$ cat src/rtl/uart_pkg.sv
// Shared UART definitions: receive FSM states, data width, default bit timing.
// Latency: n/a (declarations only). Backpressure: n/a.
// PARITY state exists only when UART_RX_PARITY_EN is defined.
package uart_pkg;

    localparam int DATA_BITS            = 8;
    localparam int CLKS_PER_BIT_DEFAULT = 434;  // 50 MHz / 115200 baud

    typedef enum logic [2:0] {
        IDLE,
        START,
        DATA,
`ifdef UART_RX_PARITY_EN
        PARITY,
`endif
        STOP,
        WAIT_IDLE
    } uart_state_t;

endpackage

$ cat src/rtl/sync_2ff.sv
// Two-flop synchronizer for a single asynchronous bit, reset to RST_VAL.
// Latency: 2 clk cycles. Backpressure: none, free-running.
// Used on the serial line so metastability never reaches the FSM.
module sync_2ff #(
    parameter logic RST_VAL = 1'b1
) (
    input  logic clk,
    input  logic rst_n,
    input  logic d,
    output logic q
);

    logic meta;

    always_ff @(posedge clk or negedge rst_n) begin
        if (!rst_n) begin
            meta <= RST_VAL;
            q    <= RST_VAL;
        end else begin
            meta <= d;
            q    <= meta;
        end
    end

endmodule

$ cat src/rtl/uart_rx.sv
// UART receiver: 8N1 frames, or 8E1 with even parity when UART_RX_PARITY_EN is defined.
// Latency: strobes one clk after the mid-stop-bit sample (+2 clk input synchronizer).
// Backpressure: none; rx_valid is a one-cycle strobe and the consumer must take it.
module uart_rx
    import uart_pkg::*;
#(
    parameter int CLKS_PER_BIT = CLKS_PER_BIT_DEFAULT
) (
    input  logic                 clk,
    input  logic                 rst_n,
    input  logic                 rx,
    output logic [DATA_BITS-1:0] rx_data,
    output logic                 rx_valid,
    output logic                 frame_err,
    output logic                 parity_err,
    output logic                 busy
);

    localparam int CW = $clog2(CLKS_PER_BIT + 1);
    localparam int IW = $clog2(DATA_BITS);
    localparam logic [CW-1:0] CNT_END  = CW'(CLKS_PER_BIT - 1);
    localparam logic [CW-1:0] CNT_MID  = CW'(CLKS_PER_BIT / 2);
    localparam logic [IW-1:0] IDX_LAST = IW'(DATA_BITS - 1);

    logic                 rx_s;
    uart_state_t          state, state_nxt;
    logic [CW-1:0]        cnt, cnt_nxt;
    logic [IW-1:0]        idx, idx_nxt;
    logic [DATA_BITS-1:0] shreg, shreg_nxt;
    logic [DATA_BITS-1:0] data_nxt;
    logic                 valid_nxt;
    logic                 ferr_nxt;
    logic                 bit_done;

    sync_2ff #(.RST_VAL(1'b1)) u_sync (
        .clk   (clk),
        .rst_n (rst_n),
        .d     (rx),
        .q     (rx_s)
    );

    assign bit_done = (cnt == CNT_END);
    assign busy     = (state != IDLE);

`ifdef UART_RX_PARITY_EN
    logic par_bit, par_nxt;
    logic perr_q, perr_nxt;

    always_ff @(posedge clk or negedge rst_n) begin
        if (!rst_n) begin
            par_bit <= 1'b0;
            perr_q  <= 1'b0;
        end else begin
            par_bit <= par_nxt;
            perr_q  <= perr_nxt;
        end
    end

    assign parity_err = perr_q;
`else
    assign parity_err = 1'b0;
`endif

    always_ff @(posedge clk or negedge rst_n) begin
        if (!rst_n) begin
            state     <= IDLE;
            cnt       <= '0;
            idx       <= '0;
            shreg     <= '0;
            rx_data   <= '0;
            rx_valid  <= 1'b0;
            frame_err <= 1'b0;
        end else begin
            state     <= state_nxt;
            cnt       <= cnt_nxt;
            idx       <= idx_nxt;
            shreg     <= shreg_nxt;
            rx_data   <= data_nxt;
            rx_valid  <= valid_nxt;
            frame_err <= ferr_nxt;
        end
    end

    always_comb begin
        state_nxt = state;
        cnt_nxt   = cnt;
        idx_nxt   = idx;
        shreg_nxt = shreg;
        data_nxt  = rx_data;
        valid_nxt = 1'b0;
        ferr_nxt  = 1'b0;
`ifdef UART_RX_PARITY_EN
        par_nxt   = par_bit;
        perr_nxt  = 1'b0;
`endif
        case (state)
            IDLE: begin
                if (!rx_s) begin
                    state_nxt = START;
                    cnt_nxt   = '0;
                end
            end
            START: begin
                // Re-check the line at mid start bit to reject short glitches.
                if (cnt == CNT_MID) begin
                    cnt_nxt   = '0;
                    idx_nxt   = '0;
                    state_nxt = rx_s ? IDLE : DATA;
                end else begin
                    cnt_nxt = cnt + CW'(1);
                end
            end
            DATA: begin
                if (bit_done) begin
                    cnt_nxt        = '0;
                    shreg_nxt[idx] = rx_s;
                    idx_nxt        = idx + IW'(1);
                    if (idx == IDX_LAST) begin
`ifdef UART_RX_PARITY_EN
                        state_nxt = PARITY;
`else
                        state_nxt = STOP;
`endif
                    end
                end else begin
                    cnt_nxt = cnt + CW'(1);
                end
            end
`ifdef UART_RX_PARITY_EN
            PARITY: begin
                if (bit_done) begin
                    cnt_nxt   = '0;
                    par_nxt   = rx_s;
                    state_nxt = STOP;
                end else begin
                    cnt_nxt = cnt + CW'(1);
                end
            end
`endif
            STOP: begin
                if (bit_done) begin
                    cnt_nxt = '0;
                    if (!rx_s) begin
                        ferr_nxt  = 1'b1;
                        state_nxt = WAIT_IDLE;
                    end else begin
                        state_nxt = IDLE;
`ifdef UART_RX_PARITY_EN
                        if (^{shreg, par_bit}) begin
                            perr_nxt = 1'b1;
                        end else begin
                            data_nxt  = shreg;
                            valid_nxt = 1'b1;
                        end
`else
                        data_nxt  = shreg;
                        valid_nxt = 1'b1;
`endif
                    end
                end else begin
                    cnt_nxt = cnt + CW'(1);
                end
            end
            WAIT_IDLE: begin
                // A held-low break must not retrigger; wait for the line to go idle.
                if (rx_s) begin
                    state_nxt = IDLE;
                end
            end
            default: begin
                state_nxt = IDLE;
            end
        endcase
    end

endmodule
$ cat config.mk
export PLATFORM = sky130hd
export DESIGN_NAME = uart_rx
export DESIGN_NICKNAME = d
export VERILOG_FILES = /design/src/rtl/uart_pkg.sv /design/src/rtl/sync_2ff.sv /design/src/rtl/uart_rx.sv
export SDC_FILE = /design/constraint.sdc
export NUM_CORES = 1
export LEC_CHECK = 0
export ABC_CLOCK_PERIOD_IN_PS = 2490
export BUFFER_PORTS_ARGS = -buffer_cell sky130_fd_sc_hd__buf_2
export CAP_MARGIN = 20
export CORE_ASPECT_RATIO = 0.9
export CORE_MARGIN = 5
export CORE_UTILIZATION = 58
export CTS_CLUSTER_DIAMETER = 50
export DETAILED_ROUTE_END_ITERATION = 7
export PLACE_DENSITY_LB_ADDON = 0.25
export SETUP_SLACK_MARGIN = 0.02
export SYNTH_ARGS = -nofsm -noshare
export SYNTH_HDL_FRONTEND = slang
export SYNTH_SLANG_ARGS = --single-unit
$ cat constraint.sdc
create_clock -name clk -period 2.49 [get_ports clk]
set_input_delay 0.249 -clock clk [delete_from_list [all_inputs] [get_ports clk]]
set_output_delay 0.249 -clock clk [all_outputs]
set_load 0.005 [all_outputs]
Word level (Yosys, flattened, before mapping)
Cells that the tools add are included.
{ "totals": {"elab_cells": 62, "inputBits": 3, "ff_bits": 35} }
{ "classes": {"n_addsub": 2, "n_lt_le_gt_ge": 2, "n_reduce_logical": 11, "muxes": 25, "eq_ne": 13} }
{ "op_table": {"columns": ["op", "n"], "rows": [
  ["$mux 3", 9],
  ["$mux 9", 3],
  ["$pmux 9 s3", 1],
  ["$pmux 3 s5", 1],
  ["$ne 2x2->1 const B", 5],
  ["$add 9x1->9 const B", 1],
  ["$eq 9x8->1 const B", 1],
  ["$eq 9x9->1 const B", 1],
  ["$bwmux 8", 1],
  ["$mux 1", 7],
  ["$eq 3x2->1 const B", 2],
  ["$eq 3x3->1 const B", 2],
  ["$pmux 3 s2", 1],
  ["$reduce_and 3->1", 2],
  ["$reduce_and 6->1", 1],
  ["$reduce_bool 3->1", 2],
  ["$lt 3x4->1 const B", 1],
  ["$reduce_and 2->1", 2],
  ["$add 3x1->3 const B", 1],
  ["$demux 1 s3", 1],
  ["$eq 3x1->1 const B", 1],
  ["$ge 3x1->1 const B", 1],
  ["$logic_not 3->1", 1],
  ["$mux 2", 1],
  ["4 further kinds", 4]
]} }

Depth between registers and ports, before layout
{ "depth": {"word_depth": 5, "ltp_mapped": 8, "mapped_depth_nobuf": 7} }

Hierarchy
From an unflattened synthesis, not the netlist that was laid out.
{ "hier_totals": {"cells_unflattened": 162, "hier_area_um2": 1737.9} }
{ "by_module_without_submodules": {"columns": ["module", "area_each_um2", "instances", "cells_each", "seq_area_each_um2"], "rows": [
  ["uart_rx", 1685.4, 1, 160, 825.8],
  ["sync_2ff", 52.6, 1, 2, 52.6]
]} }

Worst setup path after synthesis
OpenSTA, ideal clock, no wires.
{ "synth_path": {"path_kind": "reg2reg", "start": "register cnt[1]", "end": "register rx_data[0]", "required_time_ps": 2365, "path_buffers": 1, "arrival_time_ps": 1896, "synth_period_minus_slack_ps": 2021, "setup_ps": 125, "stages_incl_launch_ff": 9, "path_slack_ps": 469, "path_cell_list": "dfrtp_1 > inv_1 > ha_1 > nand2_1 > or2_2 > nor3b_4 > and3_4 > buf_12 > mux2_4"} }
{ "synth_via": {"elab_chain_cells": 2} }
{ "synth_rtl": {"columns": ["element", "line_no", "rtl"], "rows": [
  ["start, declared", "uart_rx.sv:27", "logic [CW-1:0] cnt, cnt_nxt;"],
  ["start signal, assigned", "uart_rx.sv:75", "cnt <= cnt_nxt;"],
  ["$eq 9x9->1", "uart_rx.sv:42", "assign bit_done = (cnt == CNT_END);"],
  ["$reduce_and 3->1 (no source line)", null, null],
  ["end signal, assigned", "uart_rx.sv:78", "rx_data <= data_nxt;"],
  ["end, declared", "uart_rx.sv:12", "output logic [DATA_BITS-1:0] rx_data,"]
]} }
Every way passes these cells.
A chain may end at the register's enable or synchronous reset.

Worst setup path after layout
{ "layout_path": {"start": "register cnt[1]", "end": "register rx_data[2]"} }
Same word-level chain as after synthesis.

==> metrics.yaml <==
finish:
  nets: 176
  synthToLayoutAreaGrowth_pct: 8.03
  stdcell_area_um2: 1870
  final_util: 0.664
  fill_cells: 224
  antennaDiodeCount: 0
  fin_cells: 210
  drive_gt1_frac: 0.282
drt:
  drc: 0
  drt-initial-drc-count: 63
  firstDrtPassIters: 4
  via_count: 1177
  post_drt_wl_per_cell_um: 14.2
  avgViaCountPerCell: 5.60
  ant_nets: 0
  drt-total-wl_um: 2990
sta:
  post-route-period-util: 0.858
  rsz0062_at_grt: "false"
  setup-tns-final_ns: 0
  finalSetupViolCount: 0
  fmax_ghz: 0.468
  worstMarginPinSlew_ns: 0.741
  min_period_ns: 2.14
  slew_headroom: 0.506
  report.final.slew_viol_count: 0
  skew_ns: 0.0133
  hold_violations: 0
power_and_ir_drop:
  power_w: 0.000890
  irDropWorstVdd_v: 0.000331
  p_leak_nw: 0.876
  power_density_nw_per_um2: 476
  seq_power_share: 0.646
  clkPwrFrac: 0.337
  comb_power_share: 0.018
  internal-power_w: 0.000684
  p_sw_frac: 0.232
  netSwitchingPower_w: 0.000206
cts:
  cts-resized-gates: 0
  clockRootBuffer: "clkbuf_4"
  cts_buffers: 5
  cts.sinks: 35
  clk-insertion-delay-late_ns: 0.35
  cts_tree: "built"
  cts_max_level: 2
  clk_path_buf_depth: 2
  path_clk_slew_ns: 0.11
synth:
  syn_avg_cell_area_um2: 11.2
  synthArstFlopShare: 1.00
  yosys_warnings: 0
  synthMostInstantiatedCell: "dfrtp_1"
  synth_edf_count: 0
  synth_ff_type: "dfrtp_1"
  synth_top_area_share: 0.477
  yosys.cell_types.count: 36
  synthTopCellsByArea: "dfrtp_1, mux2_4, mux2_2"
  synth_top_area_cell: "dfrtp_1"
  syn_nets: 161
  ys_seq_elements: 35
  synth_area_um2: 1730
  synthesis.instances: 154
  synth_commonest_cells: "dfrtp_1, nand2_1, mux2_2"
  ys_seq_area_frac: 0.508
floorplan:
  die_y_um: 61.8
  die_area_um2: 4180
  pin_count: 15
  die_w_um: 67.6
  rows: 18
  start_util: 0.615
  coreArea_um2: 2820
critical_path:
  slowest_delay_ns: 0.42
  crit_path_top_delay_cell: "dfrtp_1"
  arrival_ns: 2.38
  path_buf_inv: 1
  start_kind: "register"
  end_kind: "register"
  path_class: "register to register"
  path_max_fanout: 10
  required_ns: 2.73
  critical_path.cell_chain: "inv_1 -> ha_1 -> nand2_1 -> or2_2 -> nor3b_4 -> and3_4 -> mux2_4"
  cp_top_family: "simple AND/OR/NAND/NOR gates"
status:
  status: "finished clean"
placement:
  port_buffers: 13
  place.gp.congestion: 0.788
  hpwl_um: 2150
  place_inst: 200
  place_area_um2: 1800
global_route:
  antenna_found_initial: 0
  gr-total-overflow: 0
  grt_use_total: 0.177
  grt_max_degree: 36
  grt_pass1_wl_um: 5330
  grt_pass1_vias: 1153
min_path:
  hold_class: "register to register"
flow_run:
  maxCapViolCount: 0
==> sequential cells by signal, indices dropped and copies added, names as in the netlist <==
signal       count
cnt              9
frame_err        1
idx              3
rx_data          8
rx_valid         1
shreg            8
state            3
u_sync.meta      1
u_sync.q         1
==> through the flow <==
stage	setup WS [ns]	hold WS (ns)
finish	0.354	0.369
detailed placement	0.350	0.354
floorplan	0.469	-0.0466
global route	0.229	0.375
CTS	0.347	0.368
global placement	0.426	0.347
==> cell type report <==
cell class              count  area (um2)  share of cell area
multi-input cells         106         779               0.417
well taps                  40        50.0              0.0268
clock inverters             2        12.5             0.00669
inverters                   6        22.5              0.0120
repair buffers             15        85.1              0.0455
clock buffers               6        41.3              0.0221
flip-flops and latches     35         878               0.470
==> placed cells by master, fill, tap and decap left out, drive strengths merged <==
cell type and instances:
nand2 16, inv 6, nor4 1, a21o 1
nor3 5, ha 4, nor2b 2, clkbuf 6
conb 1, nor2 9, nand3 9, dfrtp 33
nor3b 3, nand2b 1, dlygate4sd3 2, or2 2
xnor2 2, o211ai 1, o311ai 1, nand4b 1
and3 2, nand4 4, or3 4, mux2i 3
clkinvlp 1, or4 1, clkinv 1, o21ai 9
mux2 18, a31oi 2, a32o 1, buf 13
dfstp 2, a21oi 3
==> per-layer routing <==
metal,up-vias,track usage,routed length [um]
li1,570,-,-
met1,569,0.238,1490
met2,32,0.266,1300
met3,6,0.0432,145
met4,0,0.0925,55
met5,-,0,0
==> kinds of logic (layout without fill, tap and decap cells) <==
group,count (synthesis),count (layout),synth area share
AND/OR/NAND/NOR,60,60,0.196
other,1,1,0.00217
flip-flops,35,35,0.508
adder cells (fa/ha/maj),4,4,0.0289
buffers and inverters,13,29,0.0419
XOR/XNOR,2,2,0.0101
AO/OA/AOI/OAI,18,18,0.0615
multiplexers,21,21,0.152
==> worst paths after layout <==
| kind | from | endpoint | slack (ns) | cells past startpoint |
|---|---|---|---|---|
| worst max-delay path | cnt[1]$_DFFE_PN0P_ | rx_data[2]$_DFFE_PN0P_ | 0.35 | 7 |
| worst min-delay path | u_sync.meta$_DFF_PN1_ | u_sync.q$_DFF_PN1_ | 0.37 | 0 |
| worst max register to register | cnt[1]$_DFFE_PN0P_ | rx_data[2]$_DFFE_PN0P_ | 0.35 | 7 |
| worst min register to register | u_sync.meta$_DFF_PN1_ | u_sync.q$_DFF_PN1_ | 0.37 | 0 |
| max in group asynchronous | rst_n | state[0]$_DFFE_PN0P_ | 1.52 | 2 |
| min in group asynchronous | rst_n | rx_data[5]$_DFFE_PN0P_ | 0.49 | 2 |
==> power by group through the flow <==
stage	sequential [W]	combinational (W)	clock [W]
6_report	0.000574	0.0000158	0.000300
5_1_grt	0.000575	0.0000194	0.000328
4_1_cts	0.000575	0.0000167	0.000305
3_5_place_dp	0.000586	0.0000144	0
3_3_place_gp	0.000585	0.0000140	0
2_1_floorplan	0.000583	0.00000450	0
==> repair_timing <==
item | CTS | global route
buffers inserted | 0 | 0
hold buffers | 2 | 0
hold endpoints to repair | 34 | 0
Note: power is estimated with default switching activity, not from simulation.
